**src/rtl/dmrs_rd_sched_if.sv**
```systemverilog
// dmrs_rd_sched_if
// Bundles the snooped write strobe, replay request and read-side
// handshake of the DMRS sample buffer scheduler.
//   slave  : the scheduler (consumes DMRS_valid/num_passes/rd_start/rd_ready,
//            produces read_ptr/rd_valid/rd_last/pass_idx/wr_len/busy/done/overrun)
//   master : the environment driving and observing the scheduler
interface dmrs_rd_sched_if #(
    parameter int ADDR_W = 10,
    parameter int PASS_W = 4
);
    logic              DMRS_valid;
    logic [PASS_W-1:0] num_passes;
    logic              rd_start;
    logic              rd_ready;
    logic [ADDR_W-1:0] read_ptr;
    logic              rd_valid;
    logic              rd_last;
    logic [PASS_W-1:0] pass_idx;
    logic [ADDR_W-1:0] wr_len;
    logic              busy;
    logic              done;
    logic              overrun;

    modport slave (
        input  DMRS_valid, num_passes, rd_start, rd_ready,
        output read_ptr, rd_valid, rd_last, pass_idx, wr_len, busy, done, overrun
    );

    modport master (
        output DMRS_valid, num_passes, rd_start, rd_ready,
        input  read_ptr, rd_valid, rd_last, pass_idx, wr_len, busy, done, overrun
    );
endinterface

```
**src/rtl/dmrs_rd_sched.sv**
```systemverilog
// dmrs_rd_sched
// Read-side scheduler for the DMRS sample buffer. Counts the samples of the
// current write burst by snooping the buffer write strobe, then replays the
// stored sequence num_passes times toward resource-element mapping with a
// valid/ready/last handshake. A write burst arriving mid-replay aborts the
// replay and raises the sticky overrun flag.
// Ports:
//   clk, reset : system clock, asynchronous active-high reset
//   bus        : dmrs_rd_sched_if.slave (strobe snoop, replay request,
//                read pointer/handshake and status outputs)
//
// state   | meaning
// --------+-------------------------------------------------------------
// IDLE    | nothing stored since reset
// CAPTURE | write burst in progress, counting samples
// LOADED  | burst stored, waiting for a replay request
// READ    | replaying stored samples, one pass per data symbol
// DONE    | one-cycle completion pulse, data retained for later replay
module dmrs_rd_sched #(
    parameter int ADDR_W = 10,
    parameter int DEPTH  = 600,
    parameter int PASS_W = 4
) (
    input  logic               clk,
    input  logic               reset,
    dmrs_rd_sched_if.slave     bus
);
    localparam logic [2:0] S_IDLE    = 3'd0;
    localparam logic [2:0] S_CAPTURE = 3'd1;
    localparam logic [2:0] S_LOADED  = 3'd2;
    localparam logic [2:0] S_READ    = 3'd3;
    localparam logic [2:0] S_DONE    = 3'd4;

    localparam logic [ADDR_W-1:0] DEPTH_V = ADDR_W'(DEPTH);
    localparam logic [ADDR_W-1:0] ONE_A   = ADDR_W'(1);
    localparam logic [PASS_W-1:0] ONE_P   = PASS_W'(1);

    logic [2:0]        state;
    logic [ADDR_W-1:0] wr_cnt;
    logic [ADDR_W-1:0] wr_len;
    logic [ADDR_W-1:0] read_ptr;
    logic [PASS_W-1:0] pass_idx;
    logic [PASS_W-1:0] passes_lat;
    logic              overrun;
    logic              rd_valid;
    logic              rd_last;

    assign rd_valid = (state == S_READ);
    // wr_len is always >= 1 once READ is reachable, so wr_len-1 never underflows there
    assign rd_last  = rd_valid && (read_ptr == (wr_len - ONE_A));

    always_ff @(posedge clk or posedge reset) begin
        if (reset) begin
            state      <= S_IDLE;
            wr_cnt     <= '0;
            wr_len     <= '0;
            read_ptr   <= '0;
            pass_idx   <= '0;
            passes_lat <= '0;
            overrun    <= 1'b0;
        end else begin
            case (state)
                S_IDLE: begin
                    if (bus.DMRS_valid) begin
                        state  <= S_CAPTURE;
                        wr_cnt <= ONE_A;
                    end
                end
                S_CAPTURE: begin
                    if (bus.DMRS_valid) begin
                        if (wr_cnt == DEPTH_V) begin
                            overrun <= 1'b1;
                        end else begin
                            wr_cnt <= wr_cnt + ONE_A;
                        end
                    end else begin
                        wr_len <= wr_cnt;
                        state  <= S_LOADED;
                    end
                end
                S_LOADED: begin
                    // a new burst takes precedence over a simultaneous replay request
                    if (bus.DMRS_valid) begin
                        state  <= S_CAPTURE;
                        wr_cnt <= ONE_A;
                    end else if (bus.rd_start && (bus.num_passes != '0)) begin
                        state      <= S_READ;
                        read_ptr   <= '0;
                        pass_idx   <= '0;
                        passes_lat <= bus.num_passes;
                    end
                end
                S_READ: begin
                    if (bus.DMRS_valid) begin
                        // buffer is being overwritten under us; abandon the replay
                        overrun  <= 1'b1;
                        state    <= S_CAPTURE;
                        wr_cnt   <= ONE_A;
                        read_ptr <= '0;
                    end else if (bus.rd_ready) begin
                        if (rd_last) begin
                            read_ptr <= '0;
                            if (pass_idx == (passes_lat - ONE_P)) begin
                                state <= S_DONE;
                            end else begin
                                pass_idx <= pass_idx + ONE_P;
                            end
                        end else begin
                            read_ptr <= read_ptr + ONE_A;
                        end
                    end
                end
                S_DONE: begin
                    // a strobe here is the first sample of a new burst, so count it
                    if (bus.DMRS_valid) begin
                        state  <= S_CAPTURE;
                        wr_cnt <= ONE_A;
                    end else begin
                        state <= S_LOADED;
                    end
                end
                default: state <= S_IDLE;
            endcase
        end
    end

    assign bus.read_ptr = read_ptr;
    assign bus.rd_valid = rd_valid;
    assign bus.rd_last  = rd_last;
    assign bus.pass_idx = pass_idx;
    assign bus.wr_len   = wr_len;
    assign bus.busy     = (state == S_CAPTURE) || (state == S_READ);
    assign bus.done     = (state == S_DONE);
    assign bus.overrun  = overrun;
endmodule

```
**src/flat_wrapper.sv**
```systemverilog
// flat-port wrapper written by rule: the top's interface ports become plain ports
module dmrs_rd_sched_flat 
#(
    parameter int ADDR_W = 10,
    parameter int DEPTH  = 600,
    parameter int PASS_W = 4
)
  (clk, reset, bus_DMRS_valid, bus_num_passes, bus_rd_start, bus_rd_ready, bus_read_ptr, bus_rd_valid, bus_rd_last, bus_pass_idx, bus_wr_len, bus_busy, bus_done, bus_overrun);
  dmrs_rd_sched_if #(.ADDR_W(ADDR_W), .PASS_W(PASS_W)) bus_i ();
  input  logic clk;
  input  logic reset;
  input wire logic [$bits(bus_i.DMRS_valid)-1:0] bus_DMRS_valid;
  input wire logic [$bits(bus_i.num_passes)-1:0] bus_num_passes;
  input wire logic [$bits(bus_i.rd_start)-1:0] bus_rd_start;
  input wire logic [$bits(bus_i.rd_ready)-1:0] bus_rd_ready;
  output wire logic [$bits(bus_i.read_ptr)-1:0] bus_read_ptr;
  output wire logic [$bits(bus_i.rd_valid)-1:0] bus_rd_valid;
  output wire logic [$bits(bus_i.rd_last)-1:0] bus_rd_last;
  output wire logic [$bits(bus_i.pass_idx)-1:0] bus_pass_idx;
  output wire logic [$bits(bus_i.wr_len)-1:0] bus_wr_len;
  output wire logic [$bits(bus_i.busy)-1:0] bus_busy;
  output wire logic [$bits(bus_i.done)-1:0] bus_done;
  output wire logic [$bits(bus_i.overrun)-1:0] bus_overrun;
  assign bus_i.DMRS_valid = bus_DMRS_valid;
  assign bus_i.num_passes = bus_num_passes;
  assign bus_i.rd_start = bus_rd_start;
  assign bus_i.rd_ready = bus_rd_ready;
  assign bus_read_ptr = bus_i.read_ptr;
  assign bus_rd_valid = bus_i.rd_valid;
  assign bus_rd_last = bus_i.rd_last;
  assign bus_pass_idx = bus_i.pass_idx;
  assign bus_wr_len = bus_i.wr_len;
  assign bus_busy = bus_i.busy;
  assign bus_done = bus_i.done;
  assign bus_overrun = bus_i.overrun;
  dmrs_rd_sched #(.ADDR_W(ADDR_W), .DEPTH(DEPTH), .PASS_W(PASS_W)) u_core (.clk(clk), .reset(reset), .bus(bus_i));
endmodule
```
**config.mk**
```make
export PLATFORM = sky130hd
export DESIGN_NAME = dmrs_rd_sched_flat
export DESIGN_NICKNAME = d
export VERILOG_FILES = /design/src/rtl/dmrs_rd_sched_if.sv /design/src/rtl/dmrs_rd_sched.sv /design/src/flat_wrapper.sv
export SDC_FILE = /design/constraint.sdc
export NUM_CORES = 1
export LEC_CHECK = 0
export BUFFER_PORTS_ARGS = -buffer_cell sky130_fd_sc_hd__buf_2
export CORE_MARGIN = 2
export CORE_UTILIZATION = 62
export DETAILED_ROUTE_END_ITERATION = 8
export GPL_ROUTABILITY_DRIVEN = 0
export PLACE_DENSITY = 0.95
export SYNTH_ARGS = -nofsm -noshare
export SYNTH_HDL_FRONTEND = slang
export SYNTH_SLANG_ARGS = --single-unit
export TNS_END_PERCENT = 1
```
**constraint.sdc**
```tcl
create_clock -name clk -period 4.1 [get_ports clk]
set_input_delay 0.82 -clock clk [delete_from_list [all_inputs] [get_ports clk]]
set_output_delay 0.82 -clock clk [all_outputs]
set_load 0.03 [all_outputs]
```
# After elaboration in Yosys (flattened, before gate mapping)

Index checks and enable logic that the tools add are counted.

Add/sub/neg operators: 5
$mul: 0
Div/mod/pow operators: 0
Order comparisons: 0
Equality and inequality tests: 24
Shift operators: 0
Mux-type cells: 31
Bitwise logic cells: 1
Reductions and logical operators: 16

Operators with widths:

| operator                                                              | count |
|---|---|
| 10-bit two-way mux                                                    | 8 |
| 10-bit case mux with 2 select lines                                   | 2 |
| 3-bit two-way mux                                                     | 8 |
| 4-bit two-way mux                                                     | 6 |
| 10-bit by 1-bit adder with 10-bit output, second input constant       | 2 |
| 2-bit != test, second input constant                                  | 10 |
| 3-bit case mux with 5 select lines                                    | 1 |
| 4-bit AND reduction                                                   | 3 |
| 10-bit equality test                                                  | 1 |
| 10-bit equality test, second input constant                           | 1 |
| 10-bit by 1-bit subtractor with 10-bit output, second input constant  | 1 |
| 3-bit != test, second input constant                                  | 3 |
| 4-bit case mux with 2 select lines                                    | 1 |
| 7-bit AND reduction                                                   | 1 |
| 3-bit by 2-bit equality test with 1-bit output, second input constant | 2 |
| 2-bit by 1-bit != test with 1-bit output, second input constant       | 3 |
| 6-bit AND reduction                                                   | 1 |
| 2-bit nonzero test                                                    | 3 |
| 4-bit by 1-bit adder with 4-bit output, second input constant         | 1 |
| 4-bit equality test                                                   | 1 |
| 4-bit nonzero test                                                    | 1 |
| 4-bit OR reduction                                                    | 1 |
| 4-bit by 1-bit subtractor with 4-bit output, second input constant    | 1 |
| 3-bit by 1-bit equality test with 1-bit output, second input constant | 1 |
| 11 further kinds                                                      | 14 |

Register bits: 42
Bits in latches: 0
Memory bits (writable): 0
Bits in read-only memories: 0
Bits of input ports: 9
Output and inout port bits: 29
Word-level logic and storage cells: 84
Memories kept: 0

# Longest topological paths before layout

Word-level depth: 7
Gate-level depth with buffers: 11
Mapped depth without buffers: 9

# Worst setup path before layout

No wires, ideal clock.

Path kind: reg2out
Start: register u_core.wr_len[0] (netlist: u_core.bus.wr_len[0])
End: output bus_rd_last
Arrival time: 2203 ps
Required time: 3280 ps
Setup slack: 1077 ps
Cell stages (with the launch flop): 9
Buffers on the path: 1
Cell sequence: dfrtp_1 > inv_1 > ha_1 > buf_2 > o21bai_1 > a311o_1 > a31o_1 > nand3_1 > and4_1

Cells in the longest elaborated chain, start to end: 3

RTL lines:

| what                                          | line                | source |
|---|---|---|
| from (decl)                                   | dmrs_rd_sched.sv:40 | `logic [ADDR_W-1:0] wr_len;` |
| from (signal assigned)                        | dmrs_rd_sched.sv:77 | `wr_len <= wr_cnt;` |
| 10-bit by 1-bit subtractor with 10-bit output | dmrs_rd_sched.sv:50 | `assign rd_last = rd_valid && (read_ptr == (wr_len - ONE_A));` |
| 10-bit equality test                          | dmrs_rd_sched.sv:50 |  |
| 1-bit logical AND                             | dmrs_rd_sched.sv:50 |  |
| to (decl)                                     | flat_wrapper.sv:18  | `output wire logic [$bits(bus_i.rd_last)-1:0] bus_rd_last;` |

Every way passes these cells.

# Worst setup path after layout

Start: register u_core.wr_len[2] (netlist: u_core.bus.wr_len[2])
End: output bus_rd_last

The elaborated chain is that of the path after synthesis.

==> results.py <==
metrics = {
    "synthesis": {
        "synth_most_common_cell": "dfrtp_1",
        "yosys.area_share.simple_pct": 25.11,
        "synth_common_cells": "dfrtp_1 (42), nand2_1 (41), nor2_1 (23)",
        "synth_edf_count": 0,
        "synth_top_area_share_pct": 39.57,
        "synthXorXnorAreaFrac_pct": 7.913,
        "synth_flop_cell": "dfrtp_1",
        "synthDistinctLibCells": 53,
        "syn_nets": 321,
        "synth_area_leaders": "dfrtp_1 (40%), xnor2_1 (5.9%), nand2_1 (5.8%)",
        "synthAdderAreaFrac_pct": 2.826,
        "netlist_instances": 306,
        "netlist_area_um2": 2656,
        "synth_compound_area_share_pct": 15.21,
        "synth-seq-cells": 42,
        "synth_warnings": 0,
        "yosysTopAreaCell": "dfrtp_1",
        "synth_mux_area_share_pct": 4.899,
        "synth_seq_area_share_pct": 39.57,
        "ys_async_sr_fraction_pct": 100.0,
        "synth_top_family_by_area": "simple AND/OR/NAND/NOR gates",
        "avgSynthCellArea_um2": 8.681,
    },
    "finish": {
        "final_nets": 357,
        "n_antenna_cell": 0,
        "drive_above_1_share_pct": 17.20,
        "area_growth_pct": 11.82,
    },
    "sta": {
        "setup_tns_ps": 0,
        "layout_min_cycle_time_ps": 3354,
        "fin_skew_ps": 8.317,
        "setup_viol": 0,
        "slew_headroom_pct": 51.59,
        "hold_viol": 0,
        "post-route-period-util_pct": 81.81,
        "slew_violations": 0,
        "worst_pin_slew_ps": 723.5,
        "max_freq_mhz": 298.1,
        "rsz0062_at_grt": "no",
    },
    "clocking": {
        "clk_pin_slew_ps": 80,
        "clock-sinks": 42,
        "cts_max_path_buffers": 2,
        "clock_latency_ps": 300,
        "cts_buffers": 5,
        "tritoncts": "done",
        "post-cts-setup-buffer-count": 0,
        "root_buffer": "clkbuf_8",
        "cts_hold_buf": 0,
        "post_cts_resized": 0,
        "htreeDepth": 2,
    },
    "die": {
        "rows": 23,
        "die_h_um": 69.46,
        "die_area_um2": 4824,
        "coreArea_um2": 4058,
        "start_util_pct": 65.46,
        "ios": 38,
        "die_w_um": 69.46,
    },
    "routing": {
        "viasPerCell": 6.402,
        "drtIter0Drc": 290,
        "drc": 0,
        "antenna_left": 0,
        "wl_per_cell_um": 16.48,
        "finalWirelength_um": 6478,
        "drtPass1Iterations": 6,
        "vias": 2516,
    },
    "global_route": {
        "grt_max_degree": 43,
        "grt_use_total_pct": 27.45,
        "grt_pass1_wl_um": 10760,
        "grt_pass1_vias": 2243,
        "grt.overflow.total": 0,
        "antenna_found_initial": 0,
    },
    "power_and_ir_drop": {
        "power.leakage_nw": 1.376,
        "p_per_area_nw_per_um2": 575.1,
        "total_power_mw": 1.708,
        "vdd_drop_max_uv": 388.6,
    },
    "run_status": {
        "outcome": "finished, final reports clean",
    },
    "setup_path": {
        "criticalPathCategory": "reg2out",
        "ff2ff_path_depth": 9,
        "worstPathArrival_ps": 2530,
        "cp.required_ps": 3280,
        "cp_max_fo": 10,
        "startpoint_type": "flop",
        "reg2reg_slack_ps": 1020,
        "crit_path_end_kind": "output port",
    },
    "placed_design": {
        "portBuffers": 37,
        "post-dp-hpwl_um": 4509,
    },
    "job": {
        "max_cap_violations": 0,
    },
    "min_path": {
        "hold_class": "reg2reg",
        "hold_depth": 1,
    },
}
[critical path: stages, from the launching register on]
cell	delay, ps
dfrtp_1	470
nor3_2	560
nand2_1	140
xnor2_1	150
o21ai_1	220
nand3_1	110
nor3_1	200
and4_1	200
buf_2	190
[layout by cell type, fill, tap and decap left out, drive strengths merged, types with 7 or more instances in the layout]
| master | n |
|---|---|
| o21ai | 17 |
| mux2 | 8 |
| nor2 | 23 |
| dfrtp | 42 |
| inv | 21 |
| nand2 | 41 |
| buf | 39 |
| nand3 | 14 |
| nand4 | 8 |
| clkbuf | 7 |
| nor3 | 12 |
| xnor2 | 18 |
[through the flow]
step	utilization, %	hold WS, ps	instances	area, um2	setup WS [ps]
after floorplan	-	466.8	306	2656	1077
after global placement	70.95	450.4	385	2879	1191
after detailed placement	70.95	459.0	385	2879	1118
after CTS	73.20	480.7	393	2970	774.7
after global routing	73.20	509.5	393	2970	571.1
final	73.20	473.0	393	2970	745.9
[state kept, by name, summed over array words and instances, names as in the netlist]
| name | count |
|---|---|
| u_core.wr_cnt | 10 |
| u_core.state | 3 |
| u_core.bus.wr_len | 10 |
| u_core.bus.read_ptr | 10 |
| u_core.bus.pass_idx | 4 |
| u_core.passes_lat | 4 |
| u_core.bus.overrun | 1 |
[where the power goes]
part	internal [mW]	switching, mW	leakage [nW]	total [mW]
Sequential	0.483	0.122	0.561	0.605
Combinational	0.325	0.493	0.767	0.818
Clock	0.136	0.149	0.0482	0.285
[per-layer routing]
metal	wire, um	GRT usage [%]	vias up
li1	-	-	1168
met1	2663	36.30	1201
met2	3187	45.30	128
met3	473	4.215	19
met4	153	10.89	0
met5	0	0	-
[layout make-up]
type,count,area [um2]
tap,50,62.56
clock inverter,1,5.005
inverter,21,78.83
fill,286,1087
timing repair buffer,39,200.2
multi-input combinational,233,1486
sequential,42,1051
clock buffer,7,86.33
[kinds of logic after synthesis]
logic type,count (synthesis)
AO/OA/AOI/OAI,60
XOR/XNOR,24
AND/OR/NAND/NOR,131
multiplexers,12
adder cells (fa/ha/maj),6
flip-flops,42
buffers and inverters,31
[worst paths after layout]
path                                                 endpoint                        startpoint
setup / recovery                                  bus_rd_last  u_core.bus.wr_len[2]$_DFFE_PP0P_
hold / removal                 u_core.bus.overrun$_DFFE_PP0P_    u_core.bus.overrun$_DFFE_PP0P_
setup reg to reg           u_core.bus.pass_idx[2]$_DFFE_PP0P_  u_core.bus.wr_len[0]$_DFFE_PP0P_
hold reg to reg                u_core.bus.overrun$_DFFE_PP0P_    u_core.bus.overrun$_DFFE_PP0P_
max in group asynchronous  u_core.bus.pass_idx[0]$_DFFE_PP0P_                             reset
min in group asynchronous      u_core.bus.overrun$_DFFE_PP0P_                             reset
Power figures use the tool's default switching activity.
